**config.mk**
```make
export PLATFORM = sky130hd
export DESIGN_NAME = instr_fetch_unit
export DESIGN_NICKNAME = d
export VERILOG_FILES = /design/src/rtl/mips_pkg.sv /design/src/rtl/fetch_pc_gen.sv /design/src/rtl/instr_fetch_unit.sv
export SDC_FILE = /design/constraint.sdc
export NUM_CORES = 1
export LEC_CHECK = 0
export BUFFER_PORTS_ARGS = -buffer_cell sky130_fd_sc_hd__buf_2
export CORE_MARGIN = 4
export CORE_UTILIZATION = 28
export CTS_BUF_LIST = sky130_fd_sc_hd__clkbuf_4
export DETAILED_ROUTE_END_ITERATION = 8
export PLACE_DENSITY = 0.51
export SYNTH_ARGS = -nofsm -noshare
export SYNTH_HDL_FRONTEND = slang
export SYNTH_HIERARCHICAL = 1
export SYNTH_SLANG_ARGS = --single-unit
```
**constraint.sdc**
```tcl
create_clock -name clk -period 2.3 [get_ports clk]
set_input_delay 0.46 -clock clk [delete_from_list [all_inputs] [get_ports clk]]
set_output_delay 0.46 -clock clk [all_outputs]
set_load 0.01 [all_outputs]
```
**src/rtl/mips_pkg.sv**
```systemverilog
// Shared MIPS definitions: opcode constants, fetch FSM states and the
// jump-target formula reused by fetch and execute.
package mips_pkg;

    localparam logic [5:0] OP_RTYPE = 6'b000000;
    localparam logic [5:0] OP_J     = 6'b000010;
    localparam logic [5:0] OP_BEQ   = 6'b000100;
    localparam logic [5:0] OP_BNE   = 6'b000101;
    localparam logic [5:0] OP_ADDI  = 6'b001000;
    localparam logic [5:0] OP_ANDI  = 6'b001100;
    localparam logic [5:0] OP_LW    = 6'b100011;
    localparam logic [5:0] OP_SW    = 6'b101011;

    typedef enum logic [1:0] {
        BOOT  = 2'd0,
        FETCH = 2'd1,
        FAULT = 2'd2
    } fetch_state_e;

    // Pseudo-direct jump target: top nibble of pc+4, 26-bit index, word aligned.
    function automatic logic [31:0] jump_target(input logic [31:0] pc_plus4,
                                                input logic [31:0] instr_word);
        return {pc_plus4[31:28], instr_word[25:0], 2'b00};
    endfunction

endpackage

```
**src/rtl/fetch_pc_gen.sv**
```systemverilog
// Combinational next-PC select: redirect target, folded j target, or pc+4.
module fetch_pc_gen
    import mips_pkg::*;
(
    input  logic [31:0] pc_i,
    input  logic [31:0] instr_word_i,
    input  logic        redirect_valid_i,
    input  logic [31:0] redirect_pc_i,
    output logic [31:0] next_pc_o
);

    logic [31:0] pc_plus4;

    // Redirect wins over the fetched word; a j word folds into its target.
    always_comb begin
        pc_plus4 = pc_i + 32'd4;  // 32-bit modulo wrap is intended
        if (redirect_valid_i) begin
            next_pc_o = redirect_pc_i;
        end else if (instr_word_i[31:26] == OP_J) begin
            next_pc_o = jump_target(pc_plus4, instr_word_i);
        end else begin
            next_pc_o = pc_plus4;
        end
    end

endmodule

```
**src/rtl/instr_fetch_unit.sv**
```systemverilog
// Instruction fetch stage: PC register, ready-based imem read, one-entry
// output register with stall back-pressure, redirect flush and alignment trap.
module instr_fetch_unit
    import mips_pkg::*;
#(
    parameter logic [31:0] RESET_PC = 32'h0000_0000
) (
    input  logic        clk,
    input  logic        rst_n,
    output logic        imem_req,
    output logic [31:0] imem_addr,
    input  logic        imem_ready,
    input  logic [31:0] imem_rdata,
    input  logic        stall,
    input  logic        redirect_valid,
    input  logic [31:0] redirect_pc,
    output logic        instr_valid,
    output logic [31:0] instr,
    output logic [31:0] instr_pc,
    output logic [5:0]  opcode,
    output logic [5:0]  funct,
    output logic        fault
);

    fetch_state_e state_q, state_d;
    logic [31:0]  pc_q, pc_d;
    logic [31:0]  instr_q, instr_d;
    logic [31:0]  instr_pc_q, instr_pc_d;
    logic         instr_valid_q, instr_valid_d;
    logic         fault_q, fault_d;
    logic [31:0]  next_pc;
    logic         accept;
    logic         misaligned;

    fetch_pc_gen u_pc_gen (
        .pc_i             (pc_q),
        .instr_word_i     (imem_rdata),
        .redirect_valid_i (redirect_valid),
        .redirect_pc_i    (redirect_pc),
        .next_pc_o        (next_pc)
    );

    // State register and output slot.
    // NOTE: non-blocking assignments so every register samples pre-edge values.
    always_ff @(posedge clk or negedge rst_n) begin
        if (!rst_n) begin
            state_q       <= BOOT;
            pc_q          <= RESET_PC;
            instr_q       <= 32'd0;
            instr_pc_q    <= 32'd0;
            instr_valid_q <= 1'b0;
            fault_q       <= 1'b0;
        end else begin
            state_q       <= state_d;
            pc_q          <= pc_d;
            instr_q       <= instr_d;
            instr_pc_q    <= instr_pc_d;
            instr_valid_q <= instr_valid_d;
            fault_q       <= fault_d;
        end
    end

    // Next-state and request logic; redirect outranks accept and consume.
    always_comb begin
        // NOTE: hold-current defaults first, so no path can infer a latch.
        state_d       = state_q;
        pc_d          = pc_q;
        instr_d       = instr_q;
        instr_pc_d    = instr_pc_q;
        instr_valid_d = instr_valid_q;
        fault_d       = fault_q;
        imem_req      = 1'b0;
        accept        = 1'b0;
        misaligned    = (redirect_pc[1:0] != 2'b00);

        case (state_q)
            BOOT: begin
                state_d = FETCH;
            end
            FETCH: begin
                imem_req = !instr_valid_q || !stall;
                accept   = imem_req && imem_ready && !redirect_valid;
                if (redirect_valid) begin
                    instr_valid_d = 1'b0;
                    if (misaligned) begin
                        state_d = FAULT;
                        fault_d = 1'b1;
                    end else begin
                        pc_d = next_pc;
                    end
                end else if (accept) begin
                    instr_d       = imem_rdata;
                    instr_pc_d    = pc_q;
                    instr_valid_d = 1'b1;
                    pc_d          = next_pc;
                end else if (instr_valid_q && !stall) begin
                    instr_valid_d = 1'b0;
                end
            end
            default: begin
                // FAULT: inert until reset.
            end
        endcase
    end

    assign imem_addr   = pc_q;
    assign instr_valid = instr_valid_q;
    assign instr       = instr_q;
    assign instr_pc    = instr_pc_q;
    assign opcode      = instr_q[31:26];
    assign funct       = instr_q[5:0];
    assign fault       = fault_q;

endmodule
```
# Word level (Yosys, flattened, before mapping)
# Cells that the tools add are included.
[op_classes] muxes=12 n_bitwise=1 reduce_logical=17 eq_ne=5 add_sub_neg=1
[ops] cell="two-way mux 32 bit" n=4
[ops] cell="adder 32 x 3 -> 32 bit, second input constant" n=1
[ops] cell="two-way mux 28 bit" n=1
[ops] cell="AND reduction 3 bit" n=4
[ops] cell="== test 6 x 2 -> 1 bit, second input constant" n=1
[ops] cell="!= test 2 bit, second input constant" n=3
[ops] cell="nonzero test 2 bit" n=3
[ops] cell="two-way mux 1 bit" n=4
[ops] cell="two-way mux 2 bit" n=2
[ops] cell="case mux 2 bit (2 select lines)" n=1
[ops] cell="logical AND 1 bit" n=3
[ops] cell="logical NOT 1 bit" n=3
[ops] cell="nonzero test 3 bit" n=1
[ops] cell="== test 2 x 1 -> 1 bit, second input constant" n=1
[ops] cell="logical NOT 2 bit" n=1
[ops] cell="AND reduction 2 bit" n=1
[ops] cell="logical OR 1 bit" n=1
[ops] cell="inverter 1 bit" n=1
[word_totals] ff_bits=100 inputBits=69 out_inout_bits=111

# Logic depth before layout (Yosys ltp)
[depth] ltp_word=6 mapped_depth=9 depth_no_buf=9

# Modules after synthesis
# The synthesis kept the hierarchy.
[by_module_without_submodules] mod="instr_fetch_unit" instances=1 area_per_inst_um2=5465.2 cells_per_inst=437
[by_module_without_submodules] mod="fetch_pc_gen" instances=1 area_per_inst_um2=1291.2 cells_per_inst=193

# Least setup slack after synthesis
# Ideal clock, no wire load.
[synth_path] kind="flip-flop to flip-flop" startpoint="register pc_q[2] (netlist: imem_addr[2])" endpoint="register pc_q[16] (netlist: imem_addr[16])" path_stages_with_launch=10 setup_time_ns=0.104 t_arrival_ns=2.107 setup_slack_ns=0.089 required_time_ns=2.196 cell_sequence="dfrtp_1 ha_1 nand3_1 or2_4 nor3_2 xnor2_1 a221oi_2 nand4b_1 o221a_1 o311ai_1"
[synth_between] elab_chain_cells=5
[synth_lines] element="from (decl)" line_no="instr_fetch_unit.sv:26" rtl="logic [31:0] pc_q, pc_d;"
[synth_lines] element="from (signal assigned)" line_no="instr_fetch_unit.sv:55" rtl="pc_q <= pc_d;"
[synth_lines] element="adder 32 x 3 -> 32 bit *" line_no="fetch_pc_gen.sv:16" rtl="pc_plus4 = pc_i + 32'd4;"
[synth_lines] element="two-way mux 28 bit *" line_no="fetch_pc_gen.sv:19" rtl="end else if (instr_word_i[31:26] == OP_J) begin"
[synth_lines] element="two-way mux 32 bit *" line_no="fetch_pc_gen.sv:17" rtl="if (redirect_valid_i) begin"
[synth_lines] element="via next_pc[16]" line_no="instr_fetch_unit.sv:31" rtl="logic [31:0] next_pc;"
[synth_lines] element="two-way mux 32 bit (on tied branches)" line_no="instr_fetch_unit.sv:91, instr_fetch_unit.sv:85"
[synth_lines] element="two-way mux 32 bit *" line_no="instr_fetch_unit.sv:83" rtl="if (redirect_valid) begin"
# The timed path passes the listed nets; every way through them passes the cells marked *. The select of a mux whose other input is x is not followed.
# A chain may end at the register's enable or synchronous reset.

# Worst setup path in the final report
[layout_path] startpoint="register pc_q[2] (netlist: imem_addr[2])" endpoint="register pc_q[31] (netlist: imem_addr[31])"
[layout_between] elab_chain_cells=4
[layout_lines] element="adder 32 x 3 -> 32 bit *" line_no="fetch_pc_gen.sv:16"
[layout_lines] element="two-way mux 32 bit *" line_no="fetch_pc_gen.sv:17"
[layout_lines] element="via next_pc[31]" line_no="instr_fetch_unit.sv:31"
[layout_lines] element="two-way mux 32 bit (on tied branches)" line_no="instr_fetch_unit.sv:91, instr_fetch_unit.sv:85"
[layout_lines] element="two-way mux 32 bit *" line_no="instr_fetch_unit.sv:83"
# Marks and branches as above.

==> impl_metrics.ini <==
[cells_and_area]
final_cell_mix = 177 x buf_2, 98 x dfrtp_1, 64 x nand4b_1
multiInputGateArea_mm2 = 0.003717
drive_above_1_share_pct = 42.57
area_delta_synth_final_pct = 24.76
final_nets = 873
layout.cells.non_filler = 1129
fillers = 2468
final_common_cell = buf_2
seq_area_mm2 = 0.002505

[die]
num_rows = 56
coreArea_mm2 = 0.02361
die_w_um = 163.3
die-area_mm2 = 0.02668
start_util_pct = 28.61
io_pins = 180
die_h_um = 163.3

[sta]
report.final.hold_viol_count = 0
hold_ws_ns = 0.1568
drv_slew = 0
rsz0062_at_grt = true
timing.setup.tns_ns = 0
worst_pin_slew_ns = 0.6603
finClkSkew_ns = 0.03958
fin_crit_sh_pct = 95.66
relSlewSlack_pct = 55.98
setup_viol = 0
fmax_mhz = 454.5
layout_min_cycle_time_ns = 2.200

[detailed_routing]
wl_per_cell_um = 19.23
wirelength_mm = 21.71
final_antenna_net_count = 0
drc = 0
vias = 5881
viasPerCell = 5.209
drt_iter0_drc = 394
first_pass_iters = 5

[synth]
ys_warn_count = 6
synth_cells = 630
synthFlopType = dfrtp_1
ys_types = 57
yosysSeqAreaShare_pct = 37.04
synth_seq_cells = 100
synth_edf_count = 0
syn-cell-area_mm2 = 0.006756
synth.net_count = 700
syn_avg_cell_area_um2 = 10.72
synth.area.top_cells = dfrtp_1 37%, mux2_4 13%, nand4b_1 8.3%, o221a_1 5.2%, o311ai_1 4.0%
synth-async-reset-ratio_pct = 100.0
synth.top_cell.area_share_pct = 37.04
yosys.area.top_type = dfrtp_1

[clocking]
clk_pin_slew_ns = 0.21
cts_sinks = 100
ctsRootBufferMaster = clkbuf_4
clk_latency_ns = 0.51
numCtsBuffers = 9
htree_levels = 3
cts_tree = built
clockBufferDepth = 2

[pwr]
p_total_uw = 4326
p_comb_share_pct = 28.1
p_seq_share_pct = 49.2
ir_drop_uv = 223.7
switching_power_uw = 1469
swShare_pct = 33.95
internal-power_uw = 2857
power.leakage_uw = 0.004043
power.density_mw_per_mm2 = 513.2
p_clk_share_pct = 22.6

[critical_path]
crit_fanout = 8
path_class = register to register
worstPathArrival_ns = 2.59
startpoint = imem_addr[2]
timing.rr.start = imem_addr[2]
startpoint_type = register
critPathCaptureType = register
cp.required_ns = 2.69

[grt]
grt_max_degree = 68
gr-total-overflow = 0
grt_antenna_before_repair = 2
grt_pass1_wl_mm = 33.33
grt_pass1_vias = 5654
grt_usage_pct = 15.94

[placement]
place_hpwl_mm = 15.04
globalplace.congestion = 0.7684
portBuffers = 179
numPlacedInstances = 1109

[run]
drv_cap = 0

[hold_path]
hold_path.class = input port to register
worstHoldStart = imem_rdata[31]

[run_status]
outcome = finished clean
per-layer routing:
layer | track usage [%] | part of all wire [%]
met1 | 22.10 | 45
met2 | 25.91 | 48
met3 | 2.296 | 5.5
met4 | 4.651 | 1.3
met5 | 0 | 0.060
repair_timing:
item	CTS	global route
setup buffers	0	1
pin swaps	0	5
endpoints found under the setup margin	5	16
hold buffers	1	0
gates resized for setup	1	10
endpoints found under the hold margin	40	0
cloned	0	0
Yosys cell counts (8+ instances only):
master,instances
nand2_1,45
buf_2,13
o311ai_1,31
o221a_1,31
xor2_1,14
mux2_4,60
a21oi_1,8
nand3_1,13
inv_1,38
buf_4,13
o21ai_0,10
dfrtp_1,100
nand4b_1,64
nor2_1,13
o211ai_1,32
clkbuf_1,40
xnor2_1,11
registers in the layout (all words and copies together), names as in the netlist:
name	count
instr	32
fault	1
state_q	2
instr_pc	32
imem_addr	32
instr_valid	1
area by class of cell:
class / instances / area share, %
tap: 319 / 4.735
inverter: 38 / 1.692
multi-input combinational: 415 / 44.10
timing repair buffer: 239 / 18.14
sequential: 100 / 29.72
clock buffer: 9 / 0.8015
antenna: 2 / 0.05937
clock inverter: 7 / 0.7570
worst max-delay path, stage by stage, from the launching register on:
cell,delay [ns]
dfrtp_1,0.40
buf_4,0.16
nand4_1,0.22
nor3_4,0.21
buf_12,0.15
nand4_1,0.12
xnor2_1,0.16
mux2_2,0.27
nand4b_1,0.10
o221a_1,0.18
o311ai_1,0.09
through the flow:
step	worst slack, ns	utilization (%)	instance area (um^2)
6_report	0.09978	35.70	8429
5_1_grt	-0.04864	35.70	8429
4_1_cts	0.01611	35.46	8373
3_5_place_dp	-0.1735	34.84	8227
3_3_place_gp	-0.04847	34.84	8227
2_1_floorplan	0.08927	-	6756
power groups by stage:
stage	Combinational (uW)	Clock, uW	Sequential [uW]
after floorplan	615	0	2270
final	1220	979	2130
after CTS	1230	1050	2140
after detailed placement	1230	0	2160
after global routing	1310	1110	2170
after global placement	1220	0	2160
worst paths after layout:
path	cells past startpoint	slack (ns)	end
min reg2reg	1	0.50	fault
max	10	0.1	imem_addr[31]
min	2	0.16	instr[31]
max reg2reg	10	0.1	imem_addr[31]
max in group asynchronous	3	1.09	instr_pc[5]
min in group asynchronous	2	0.49	imem_addr[3]
logic make-up (layout without fill, tap and decap cells):
kind of cell / after synthesis / count (layout) / share of synthesized area (%)
other cells: 0 / 2 / 0
compound gates: 142 / 142 / 18.09
mux: 71 / 71 / 15.07
xor+xnor: 25 / 25 / 3.241
flops: 100 / 100 / 37.04
buf+inv: 115 / 293 / 8.740
simple gates: 176 / 176 / 17.63
fa+ha+maj: 1 / 1 / 0.1852
Note: power is estimated with default switching activity, not from simulation.
